--- config.mk ---
export PLATFORM = sky130hd
export DESIGN_NAME = prog_clk_divider_flat
export DESIGN_NICKNAME = d
export VERILOG_FILES = /design/src/rtl/clk_div_pkg.sv /design/src/rtl/clk_div_if.sv /design/src/rtl/clk_div_channel.sv /design/src/rtl/prog_clk_divider.sv /design/src/flat_wrapper.sv
export SDC_FILE = /design/constraint.sdc
export NUM_CORES = 1
export LEC_CHECK = 0
export CAP_MARGIN = 40
export CORE_MARGIN = 1.5
export CORE_UTILIZATION = 50
export CTS_BUF_LIST = sky130_fd_sc_hd__clkbuf_4 sky130_fd_sc_hd__clkbuf_8
export DETAILED_ROUTE_END_ITERATION = 12
export GPL_TIMING_DRIVEN = 0
export PLACE_DENSITY_LB_ADDON = 0.12
export RECOVER_POWER = 25
export SLEW_MARGIN = 20
export SYNTH_ARGS = -nofsm -noshare
export SYNTH_HDL_FRONTEND = slang
export SYNTH_SLANG_ARGS = --single-unit
--- constraint.sdc ---
create_clock -name clkIn -period 8.2 [get_ports clkIn]
set_input_delay 0.82 -clock clkIn [delete_from_list [all_inputs] [get_ports clkIn]]
set_output_delay 0.82 -clock clkIn [all_outputs]
set_load 0.005 [all_outputs]
--- src/rtl/clk_div_pkg.sv ---
`default_nettype none
// ============================================================================
// Module  : clk_div_pkg
// Brief   : Shared constants and write-validity check for the clock divider.
// Revision: 1.0 - initial release
// ============================================================================
package clk_div_pkg;

    localparam int c_default_div = 100;

    function automatic int ch_width(input int channels);
        return (channels > 1) ? $clog2(channels) : 1;
    endfunction

    function automatic int default_high(input int div);
        return div / 2;
    endfunction

    // Arguments are widened to 64 bits by the caller so one function serves any WIDTH.
    function automatic logic wr_valid(input logic [63:0] ch,
                                      input logic [63:0] channels,
                                      input logic [63:0] div,
                                      input logic [63:0] high);
        return (ch < channels) && (div >= 64'd2) && (high >= 64'd1) && (high < div);
    endfunction

endpackage
`default_nettype wire

--- src/rtl/clk_div_if.sv ---
`default_nettype none
// ============================================================================
// Module  : clk_div_if
// Brief   : Run-request, configuration-write and divided-clock output bundle.
// Revision: 1.0 - initial release
// ============================================================================
interface clk_div_if
    import clk_div_pkg::*;
#(
    parameter int CHANNELS = 4,
    parameter int WIDTH    = 16
);
    localparam int CH_W = ch_width(CHANNELS);

    logic [CHANNELS-1:0] enable;
    logic                wrEn;
    logic [CH_W-1:0]     wrChannel;
    logic [WIDTH-1:0]    wrDivisor;
    logic [WIDTH-1:0]    wrHigh;
    logic                wrError;
    logic [CHANNELS-1:0] clkOut;
    logic [CHANNELS-1:0] tick;
    logic [CHANNELS-1:0] running;

    modport master (
        output enable, wrEn, wrChannel, wrDivisor, wrHigh,
        input  wrError, clkOut, tick, running
    );

    modport slave (
        input  enable, wrEn, wrChannel, wrDivisor, wrHigh,
        output wrError, clkOut, tick, running
    );

endinterface
`default_nettype wire

--- src/rtl/clk_div_channel.sv ---
`default_nettype none
// ============================================================================
// Module  : clk_div_channel
// Brief   : One divided-clock channel: counter, active/pending config, run control.
// Revision: 1.0 - initial release
// ============================================================================
module clk_div_channel
    import clk_div_pkg::*;
#(
    parameter int WIDTH       = 16,
    parameter int DEFAULT_DIV = c_default_div
) (
    input  wire logic             clkIn,
    input  wire logic             reset,
    input  wire logic             enable,
    input  wire logic             wr_load,
    input  wire logic [WIDTH-1:0] wr_div,
    input  wire logic [WIDTH-1:0] wr_high,
    output logic                  clk_out,
    output logic                  tick,
    output logic                  running
);

    localparam logic [WIDTH-1:0] c_rst_div  = WIDTH'(DEFAULT_DIV);
    localparam logic [WIDTH-1:0] c_rst_high = WIDTH'(default_high(DEFAULT_DIV));

    logic [WIDTH-1:0] cnt_q, cnt_d;
    logic [WIDTH-1:0] div_q, div_d;
    logic [WIDTH-1:0] high_q, high_d;
    logic [WIDTH-1:0] pend_div_q, pend_div_d;
    logic [WIDTH-1:0] pend_high_q, pend_high_d;
    logic             pend_q, pend_d;
    logic             running_q, running_d;
    logic             clk_out_q, clk_out_d;
    logic             tick_q, tick_d;
    logic             w_wrap;
    logic             w_apply;

    always_comb begin
        cnt_d       = cnt_q;
        div_d       = div_q;
        high_d      = high_q;
        pend_div_d  = pend_div_q;
        pend_high_d = pend_high_q;
        pend_d      = pend_q;
        running_d   = running_q;

        w_wrap  = running_q && (cnt_q == (div_q - WIDTH'(1)));
        w_apply = pend_q && (w_wrap || !running_q);

        if (running_q) begin
            if (w_wrap) begin
                // Stop requests take effect only here, so a period is never cut short.
                cnt_d     = '0;
                running_d = enable;
            end else begin
                cnt_d = cnt_q + WIDTH'(1);
            end
        end else if (enable) begin
            running_d = 1'b1;
            cnt_d     = '0;
        end

        if (w_apply) begin
            div_d  = pend_div_q;
            high_d = pend_high_q;
            pend_d = 1'b0;
        end

        // A write landing on the wrap edge queues behind the values applied there.
        if (wr_load) begin
            pend_div_d  = wr_div;
            pend_high_d = wr_high;
            pend_d      = 1'b1;
        end

        clk_out_d = running_d && (cnt_d >= (div_d - high_d));
        tick_d    = running_d && (cnt_d == '0);
    end

    always_ff @(posedge clkIn) begin
        if (reset) begin
            cnt_q       <= '0;
            div_q       <= c_rst_div;
            high_q      <= c_rst_high;
            pend_div_q  <= c_rst_div;
            pend_high_q <= c_rst_high;
            pend_q      <= 1'b0;
            running_q   <= 1'b0;
            clk_out_q   <= 1'b0;
            tick_q      <= 1'b0;
        end else begin
            cnt_q       <= cnt_d;
            div_q       <= div_d;
            high_q      <= high_d;
            pend_div_q  <= pend_div_d;
            pend_high_q <= pend_high_d;
            pend_q      <= pend_d;
            running_q   <= running_d;
            clk_out_q   <= clk_out_d;
            tick_q      <= tick_d;
        end
    end

    assign clk_out = clk_out_q;
    assign tick    = tick_q;
    assign running = running_q;

endmodule
`default_nettype wire

--- src/rtl/prog_clk_divider.sv ---
`default_nettype none
// ============================================================================
// Module  : prog_clk_divider
// Brief   : Multi-channel programmable clock divider: write decode and channel array.
// Revision: 1.0 - initial release
// ============================================================================
module prog_clk_divider
    import clk_div_pkg::*;
#(
    parameter int CHANNELS    = 4,
    parameter int WIDTH       = 16,
    parameter int DEFAULT_DIV = c_default_div
) (
    input  wire logic clkIn,
    input  wire logic reset,
    clk_div_if.slave  bus
);

    localparam int c_ch_w = ch_width(CHANNELS);

    logic w_wr_ok;
    logic wr_error_q, wr_error_d;

    always_comb begin
        w_wr_ok    = wr_valid(64'(bus.wrChannel), 64'(CHANNELS),
                              64'(bus.wrDivisor), 64'(bus.wrHigh));
        wr_error_d = bus.wrEn && !w_wr_ok;
    end

    always_ff @(posedge clkIn) begin
        if (reset) begin
            wr_error_q <= 1'b0;
        end else begin
            wr_error_q <= wr_error_d;
        end
    end

    assign bus.wrError = wr_error_q;

    generate
        for (genvar i = 0; i < CHANNELS; i++) begin : g_chan
            logic w_load;

            assign w_load = bus.wrEn && w_wr_ok && (bus.wrChannel == c_ch_w'(i));

            clk_div_channel #(
                .WIDTH       (WIDTH),
                .DEFAULT_DIV (DEFAULT_DIV)
            ) u_channel (
                .clkIn   (clkIn),
                .reset   (reset),
                .enable  (bus.enable[i]),
                .wr_load (w_load),
                .wr_div  (bus.wrDivisor),
                .wr_high (bus.wrHigh),
                .clk_out (bus.clkOut[i]),
                .tick    (bus.tick[i]),
                .running (bus.running[i])
            );
        end
    endgenerate

endmodule
`default_nettype wire

--- src/flat_wrapper.sv ---
// flat-port wrapper written by rule: the top's interface ports become plain ports
module prog_clk_divider_flat import clk_div_pkg::*;
#(
    parameter int CHANNELS    = 4,
    parameter int WIDTH       = 16,
    parameter int DEFAULT_DIV = c_default_div
)
  (clkIn, reset, bus_enable, bus_wrEn, bus_wrChannel, bus_wrDivisor, bus_wrHigh, bus_wrError, bus_clkOut, bus_tick, bus_running);
  clk_div_if #(.CHANNELS(CHANNELS), .WIDTH(WIDTH)) bus_i ();
  input  wire logic clkIn;
  input  wire logic reset;
  input wire logic [$bits(bus_i.enable)-1:0] bus_enable;
  input wire logic [$bits(bus_i.wrEn)-1:0] bus_wrEn;
  input wire logic [$bits(bus_i.wrChannel)-1:0] bus_wrChannel;
  input wire logic [$bits(bus_i.wrDivisor)-1:0] bus_wrDivisor;
  input wire logic [$bits(bus_i.wrHigh)-1:0] bus_wrHigh;
  output wire logic [$bits(bus_i.wrError)-1:0] bus_wrError;
  output wire logic [$bits(bus_i.clkOut)-1:0] bus_clkOut;
  output wire logic [$bits(bus_i.tick)-1:0] bus_tick;
  output wire logic [$bits(bus_i.running)-1:0] bus_running;
  assign bus_i.enable = bus_enable;
  assign bus_i.wrEn = bus_wrEn;
  assign bus_i.wrChannel = bus_wrChannel;
  assign bus_i.wrDivisor = bus_wrDivisor;
  assign bus_i.wrHigh = bus_wrHigh;
  assign bus_wrError = bus_i.wrError;
  assign bus_clkOut = bus_i.clkOut;
  assign bus_tick = bus_i.tick;
  assign bus_running = bus_i.running;
  prog_clk_divider #(.CHANNELS(CHANNELS), .WIDTH(WIDTH), .DEFAULT_DIV(DEFAULT_DIV)) u_core (.clkIn(clkIn), .reset(reset), .bus(bus_i));
endmodule
==> results of run 1 <==
worst max-delay path: cells and delay by family (launching register included):
family | cells | cell delay, ns
AND/OR/NAND/NOR | 10 | 3.30
AO/OA/AOI/OAI | 10 | 1.74
adder cells (fa/ha/maj) | 3 | 0.73
multiplexers | 3 | 0.59
buffers and inverters | 3 | 0.50
flip-flops | 1 | 0.36
XOR/XNOR | 1 | 0.07
cell type report:
cell class              instances  area, sq um
clock inverters                13        115.1
inverters                      78        292.8
plain buffers                 112        511.7
fillers                      3475        16510
well taps                     518        648.1
clock buffers                  96         1221
flip-flops and latches        337         6746
multi-input cells            1726        12200
repair buffers                 59        584.3
power groups by stage:
stage          Combinational [mW]  Sequential (mW)  Clock (mW)
2_1_floorplan               0.170             1.71           0
3_3_place_gp                0.278             1.72           0
3_5_place_dp                0.286             1.72           0
4_1_cts                     0.287             1.68        1.76
5_1_grt                     0.310             1.68        1.84
6_report                    0.287             1.68        1.72
Yosys cell counts, types with 14 or more instances:
master,number
o21ai_0,63
xnor2_1,101
nand4_1,27
ha_1,147
buf_4,14
nor2b_1,48
xor2_1,86
and3_1,34
mux2_2,47
nand2b_1,33
nor2_1,321
dfxtp_1,337
mux2i_1,180
nor3_1,86
inv_1,77
a21o_1,35
nand3_1,57
buf_1,15
and2_1,36
nand2_1,93
clkbuf_1,69
a21oi_1,102
or3_1,14
nor4_1,24
kinds of logic after synthesis:
| group | after synthesis | synth area share [%] |
|---|---|---|
| buf+inv | 190 | 4.119 |
| xor+xnor | 187 | 8.282 |
| mux | 240 | 12.70 |
| simple gates | 838 | 20.97 |
| fa+ha+maj | 151 | 9.705 |
| flops | 337 | 34.11 |
| compound gates | 310 | 10.11 |
flip-flops by register name (all words and copies together) (netlist names):
name and cells:
u_core.g_chan.u_channel.clk_out 4, u_core.g_chan.u_channel.running 4, u_core.g_chan.u_channel.pend_div_q 64, u_core.bus.wrError 1, u_core.g_chan.u_channel.tick 4, u_core.g_chan.u_channel.pend_q 4, u_core.g_chan.u_channel.pend_high_q 64, u_core.g_chan.u_channel.cnt_q 64
u_core.g_chan.u_channel.high_q 64, u_core.g_chan.u_channel.div_q 64
worst paths after layout:
path | endpoint | cells after the start | startpoint
worst max-delay path | u_core.g_chan[1].u_channel.clk_out$_SDFF_PP0_ | 30 | u_core.g_chan[1].u_channel.div_q[0]$_SDFF_PP0_
worst min-delay path | u_core.g_chan[3].u_channel.high_q[15]$_SDFF_PP0_ | 2 | u_core.g_chan[3].u_channel.high_q[15]$_SDFF_PP0_
worst max register to register | u_core.g_chan[1].u_channel.clk_out$_SDFF_PP0_ | 30 | u_core.g_chan[1].u_channel.div_q[0]$_SDFF_PP0_
worst min register to register | u_core.g_chan[3].u_channel.high_q[15]$_SDFF_PP0_ | 2 | u_core.g_chan[3].u_channel.high_q[15]$_SDFF_PP0_
layer usage:
metal  up-vias  track usage [%]  share of wire (%)
met5         -                0                  0
met4         0            8.236                2.6
met3        94            4.192                5.6
met2       401            44.54                 46
met1      7766            35.65                 46
li1       8124                -                  -
layout by cell type, fill, tap and decap left out, types with 9 or more instances in the layout:
| master | count |
|---|---|
| a21boi_0 | 9 |
| a21o_1 | 35 |
| a21oi_1 | 102 |
| and2_1 | 33 |
| and3_1 | 34 |
| buf_1 | 13 |
| buf_4 | 11 |
| clkbuf_1 | 75 |
| clkbuf_4 | 19 |
| clkbuf_8 | 80 |
| clkdlybuf4s50_1 | 42 |
| clkinv_2 | 11 |
| dfxtp_1 | 337 |
| dlygate4sd3_1 | 11 |
| ha_1 | 147 |
| inv_1 | 78 |
| mux2_1 | 15 |
| mux2_2 | 36 |
| mux2_4 | 9 |
| mux2i_1 | 180 |
| nand2_1 | 94 |
| nand2b_1 | 34 |
| nand3_1 | 57 |
| nand4_1 | 27 |
| nor2_1 | 321 |
| nor2b_1 | 48 |
| nor3_1 | 86 |
| nor3b_1 | 11 |
| nor4_1 | 24 |
| o2111ai_1 | 10 |
| o21a_1 | 10 |
| o21ai_0 | 63 |
| or2_2 | 12 |
| or3_1 | 15 |
| or4_1 | 11 |
| xnor2_1 | 101 |
| xor2_1 | 86 |
stage by stage:
stage | setup WS [ns] | instances | utilization, % | total power, mW
2_1_floorplan | 1.958 | 2253 | - | 1.880
3_3_place_gp | 1.008 | 2824 | 53.97 | 1.994
3_5_place_dp | 0.9726 | 2829 | 54.10 | 2.002
4_1_cts | 0.9415 | 2938 | 57.54 | 3.725
5_1_grt | 0.1518 | 2939 | 57.47 | 3.831
6_report | 0.7858 | 2939 | 57.47 | 3.692
==> flow_summary.json, run 1 <==
{
  "p_int_mw": 2.772,
  "hold_ws_ns": 0.4790,
  "row_count": 72,
  "critPathRequiredTime_ns": 8.72,
  "vdd_drop_max_v": 0.0001353,
  "cts_buffer_depth": 3,
  "switchingPower_mw": 0.9202,
  "routed_wl_microns": 54970,
  "syn_inst": 2253,
  "clockPowerShare_pct": 46.7,
  "ys_warn_count": 0,
  "ys_seq_area_share_pct": 34.11,
  "final.setup.tns_ns": 0,
  "diodes": 0,
  "grt_antenna_before_repair": 0,
  "skew_ns": 0.01992,
  "cp_max_fo": 10,
  "p_sw_share_pct": 24.93,
  "clk_pin_slew_ns": 0.07,
  "cp_slowest_stage_delay_ns": 0.62,
  "powerDensity_nw_per_um2": 165.4,
  "cts_resized": 0,
  "postSynthNetCount": 2445,
  "endpoint_kind": "register",
  "die_h_microns": 201.9,
  "fp.coreArea_sq_um": 38830,
  "cts_hold_buf": 0,
  "areaGrowthSynthToFinish_pct": 12.84,
  "status": "completed",
  "synth_top_area_share_pct": 34.11,
  "synth.area.top_cells": "dfxtp_1 (34%), ha_1 (9.3%), mux2i_1 (9.1%)",
  "die-width_microns": 201.9,
  "dieArea_sq_um": 40760,
  "htreeDepth": 2,
  "finalSetupViolations": 0,
  "drc_errors": 0,
  "vias": 16390,
  "hold_class": "reg2reg",
  "place_congestion": 0.9118,
  "portBuffers": 53,
  "antenna_left": 0,
  "min_period_ns": 7.414,
  "maxCapViolations": 0,
  "drv_slew": 0,
  "nets": 2565,
  "ys_seq_elements": 337,
  "r2r_slack_ns": 0.79,
  "drive_gt1_share_pct": 8.426,
  "grt_usage_pct": 26.80,
  "place_area_sq_um": 21010,
  "rsz0062_at_grt": "false",
  "crit_arrival_ns": 7.94,
  "grt_max_degree": 15,
  "clk_latency_ns": 0.65,
  "cp_slowest_cell": "or4b_1",
  "postCtsSetupBuffers": 0,
  "cts_buffers": 59,
  "timing.slew.headroom_pct": 43.69,
  "drt-pass1-iter-count": 5,
  "ys.flop_type": "dfxtp_1",
  "grt_pass1_vias": 15990,
  "fmax_mhz": 134.9,
  "yosys.cell_types.count": 78,
  "finalInstanceArea_sq_um": 22320,
  "dr.first_iter.drc_count": 1028,
  "p_leak_nw": 9.650,
  "crit_type": "reg2reg",
  "tightest_slew_ns": 0.8447,
  "async_flop_share_pct": 0,
  "vias_per_cell": 5.575,
  "grt_overflow_total": 0,
  "place_hpwl_microns": 42300,
  "yosys.area.top_type": "dfxtp_1",
  "synth.cell_area_sq_um": 19780,
  "grt_pass1_wl_microns": 86150,
  "comb_power_share_pct": 7.8,
  "p_seq_share_pct": 45.5,
  "clockRootBuffer": "clkbuf_8",
  "wl_per_cell_microns": 18.70,
  "pin_count": 54,
  "syn-mean-instance-area_sq_um": 8.778,
  "timing.final.crit_share_pct": 90.42,
  "crit_path_start_kind": "register",
  "hold_viol_final": 0,
  "cts.sinks": 337,
  "synth_edf_count": 0,
  "initial_utilization_pct": 50.93,
  "cts_tree": "done"
}
Power figures use the tool's default switching activity.
==> run 2: changes to the inputs <==
--- a/config.mk
+++ b/config.mk
@@ -7,7 +7,7 @@
 export LEC_CHECK = 0
 export CAP_MARGIN = 40
 export CORE_MARGIN = 1.5
-export CORE_UTILIZATION = 50
+export CORE_UTILIZATION = 46
 export CTS_BUF_LIST = sky130_fd_sc_hd__clkbuf_4 sky130_fd_sc_hd__clkbuf_8
 export DETAILED_ROUTE_END_ITERATION = 12
 export GPL_TIMING_DRIVEN = 0
==> constraint.sdc (replaced) <==
create_clock -name clkIn -period 9.6 [get_ports clkIn]
set_input_delay 0.96 -clock clkIn [delete_from_list [all_inputs] [get_ports clkIn]]
set_output_delay 0.96 -clock clkIn [all_outputs]
set_load 0.02 [all_outputs]
==> flow_summary.json, run 2 (synthesized netlist as in run 1, its figures left out) <==
{
  "placedCellCount": 2851,
  "initial_utilization_pct": 46.83,
  "switchingPower_mw": 0.7774,
  "min_period_ns": 7.815,
  "row_count": 75,
  "clockRootBuffer": "clkbuf_8",
  "tightest_slew_ns": 1.094,
  "timing.final.crit_share_pct": 81.41,
  "clockPowerShare_pct": 45.5,
  "skew_ns": 0.01852,
  "hold_ws_ns": 0.4758,
  "wl_per_cell_microns": 19.13,
  "place_area_sq_um": 21050,
  "p_leak_nw": 9.610,
  "place_hpwl_microns": 43790,
  "final.setup.tns_ns": 0,
  "drv_slew": 0,
  "powerDensity_nw_per_um2": 138.9,
  "grt_usage_pct": 25.84,
  "cp_slowest_cell": "o21ai_0",
  "cp_top_family": "compound AO/OA/AOI/OAI gates",
  "p_sw_share_pct": 25.13,
  "crit_cells": 25,
  "comb_power_share_pct": 8.0,
  "cts_tree": "done",
  "dieArea_sq_um": 44250,
  "critPathCapture": "u_core.g_chan[0].u_channel.clk_out$_SDFF_PP0_",
  "portBuffers": 53,
  "p_int_mw": 2.316,
  "pin_count": 54,
  "crit_type": "reg2reg",
  "nFillCells": 4046,
  "maxCapViolations": 0,
  "cts_buffers": 59,
  "vias": 16490,
  "p_total_mw": 3.093,
  "hold_viol_final": 0,
  "nets": 2566,
  "pre_cts_slack_ns": 2.329,
  "critPathRequiredTime_ns": 10.14,
  "cts_buffer_depth": 3,
  "dr.first_iter.drc_count": 1158,
  "drive_gt1_share_pct": 8.195,
  "rr_worst_depth": 25,
  "die_h_microns": 210.3,
  "timing.slew.headroom_pct": 26.31,
  "layout_commonest_cell": "dfxtp_1",
  "postCtsSetupBuffers": 0,
  "cts_hold_buf": 0,
  "grt_antenna_before_repair": 1,
  "instances_no_fill": 2955,
  "clk_pin_slew_ns": 0.06,
  "endpoint_kind": "register",
  "antenna_left": 0,
  "grt_pass1_vias": 15980,
  "crit-reg2reg-launch": "u_core.g_chan[0].u_channel.div_q[0]$_SDFF_PP0_",
  "r2r_end": "u_core.g_chan[0].u_channel.clk_out$_SDFF_PP0_",
  "finalInstanceArea_sq_um": 22260,
  "crit_start": "u_core.g_chan[0].u_channel.div_q[0]$_SDFF_PP0_",
  "die-width_microns": 210.3,
  "finalSetupViolations": 0,
  "cp_slowest_stage_delay_ns": 0.87,
  "cts.sinks": 337,
  "clk_latency_ns": 0.66,
  "worst-path-buf-inv": 3,
  "r2r_slack_ns": 1.79,
  "drt-pass1-iter-count": 7,
  "fmax_mhz": 128.0,
  "htreeDepth": 2,
  "status": "completed",
  "vdd_drop_max_v": 0.00009191,
  "routed_wl_microns": 56540,
  "crit_path_start_kind": "register",
  "cp_max_fo": 10,
  "place_congestion": 0.8820,
  "areaGrowthSynthToFinish_pct": 12.58,
  "vias_per_cell": 5.580,
  "diodes": 0,
  "rsz0062_at_grt": "false",
  "grt_max_degree": 15,
  "layout_setup_ws_ns": 1.785,
  "cts_resized": 0,
  "final_cell_mix": "dfxtp_1 (337), nor2_1 (321), mux2i_1 (180)",
  "drc_errors": 0,
  "fp.coreArea_sq_um": 42230,
  "crit_arrival_ns": 8.35,
  "finalCoreUtilization_pct": 52.72,
  "hold_class": "reg2reg",
  "grt_overflow_total": 0,
  "p_seq_share_pct": 46.5,
  "grt_pass1_wl_microns": 88580
}
run 2: layout make-up:
class                   count  area, sq um  share of cell area [%]
clock buffers              91         1140                   5.120
clock inverters            12        112.6                  0.5058
multi-input cells        1726        12180                   54.70
inverters                  78        292.8                   1.315
well taps                 539        674.4                   3.029
repair buffers             60        605.6                   2.720
flip-flops and latches    337         6746                   30.30
plain buffers             112        513.0                   2.304
run 2: power by group through the flow:
stage	logic (mW)	registers [mW]	clock network, mW
final	0.248	1.44	1.41
after global placement	0.242	1.47	0
after floorplan	0.149	1.46	0
after global routing	0.269	1.44	1.51
after detailed placement	0.248	1.47	0
after CTS	0.250	1.44	1.44
run 2: worst min-delay path by stage:
stage / from / to / slack [ns] / cells past startpoint
final: u_core.g_chan[3].u_channel.high_q[15]$_SDFF_PP0_ / u_core.g_chan[3].u_channel.high_q[15]$_SDFF_PP0_ / 0.48 / 2
after floorplan: u_core.g_chan[3].u_channel.high_q[15]$_SDFF_PP0_ / u_core.g_chan[3].u_channel.high_q[15]$_SDFF_PP0_ / 0.45 / 2
after detailed placement: u_core.g_chan[3].u_channel.high_q[15]$_SDFF_PP0_ / u_core.g_chan[3].u_channel.high_q[15]$_SDFF_PP0_ / 0.46 / 2
after global routing: u_core.g_chan[3].u_channel.pend_high_q[0]$_SDFFE_PP0P_ / u_core.g_chan[3].u_channel.pend_high_q[0]$_SDFFE_PP0P_ / 0.52 / 2
after global placement: u_core.g_chan[3].u_channel.high_q[15]$_SDFF_PP0_ / u_core.g_chan[3].u_channel.high_q[15]$_SDFF_PP0_ / 0.46 / 2
after CTS: u_core.g_chan[3].u_channel.high_q[15]$_SDFF_PP0_ / u_core.g_chan[3].u_channel.high_q[15]$_SDFF_PP0_ / 0.48 / 2
run 2: routing by layer:
metal,track usage (%),routed length [microns],vias to the layer above,part of all wire [%]
met5,0,0,-,0
met4,10.20,1870,0,3.3
met3,4.038,3248,106,5.7
met2,40.64,24820,426,44
met1,35.47,26610,7828,47
li1,-,-,8130,-
run 2: tightest hold or removal path, cell delays in order (launching register included):
cell	delay [ns]
dfxtp_1	0.32
nand2_1	0.06
a21oi_1	0.05
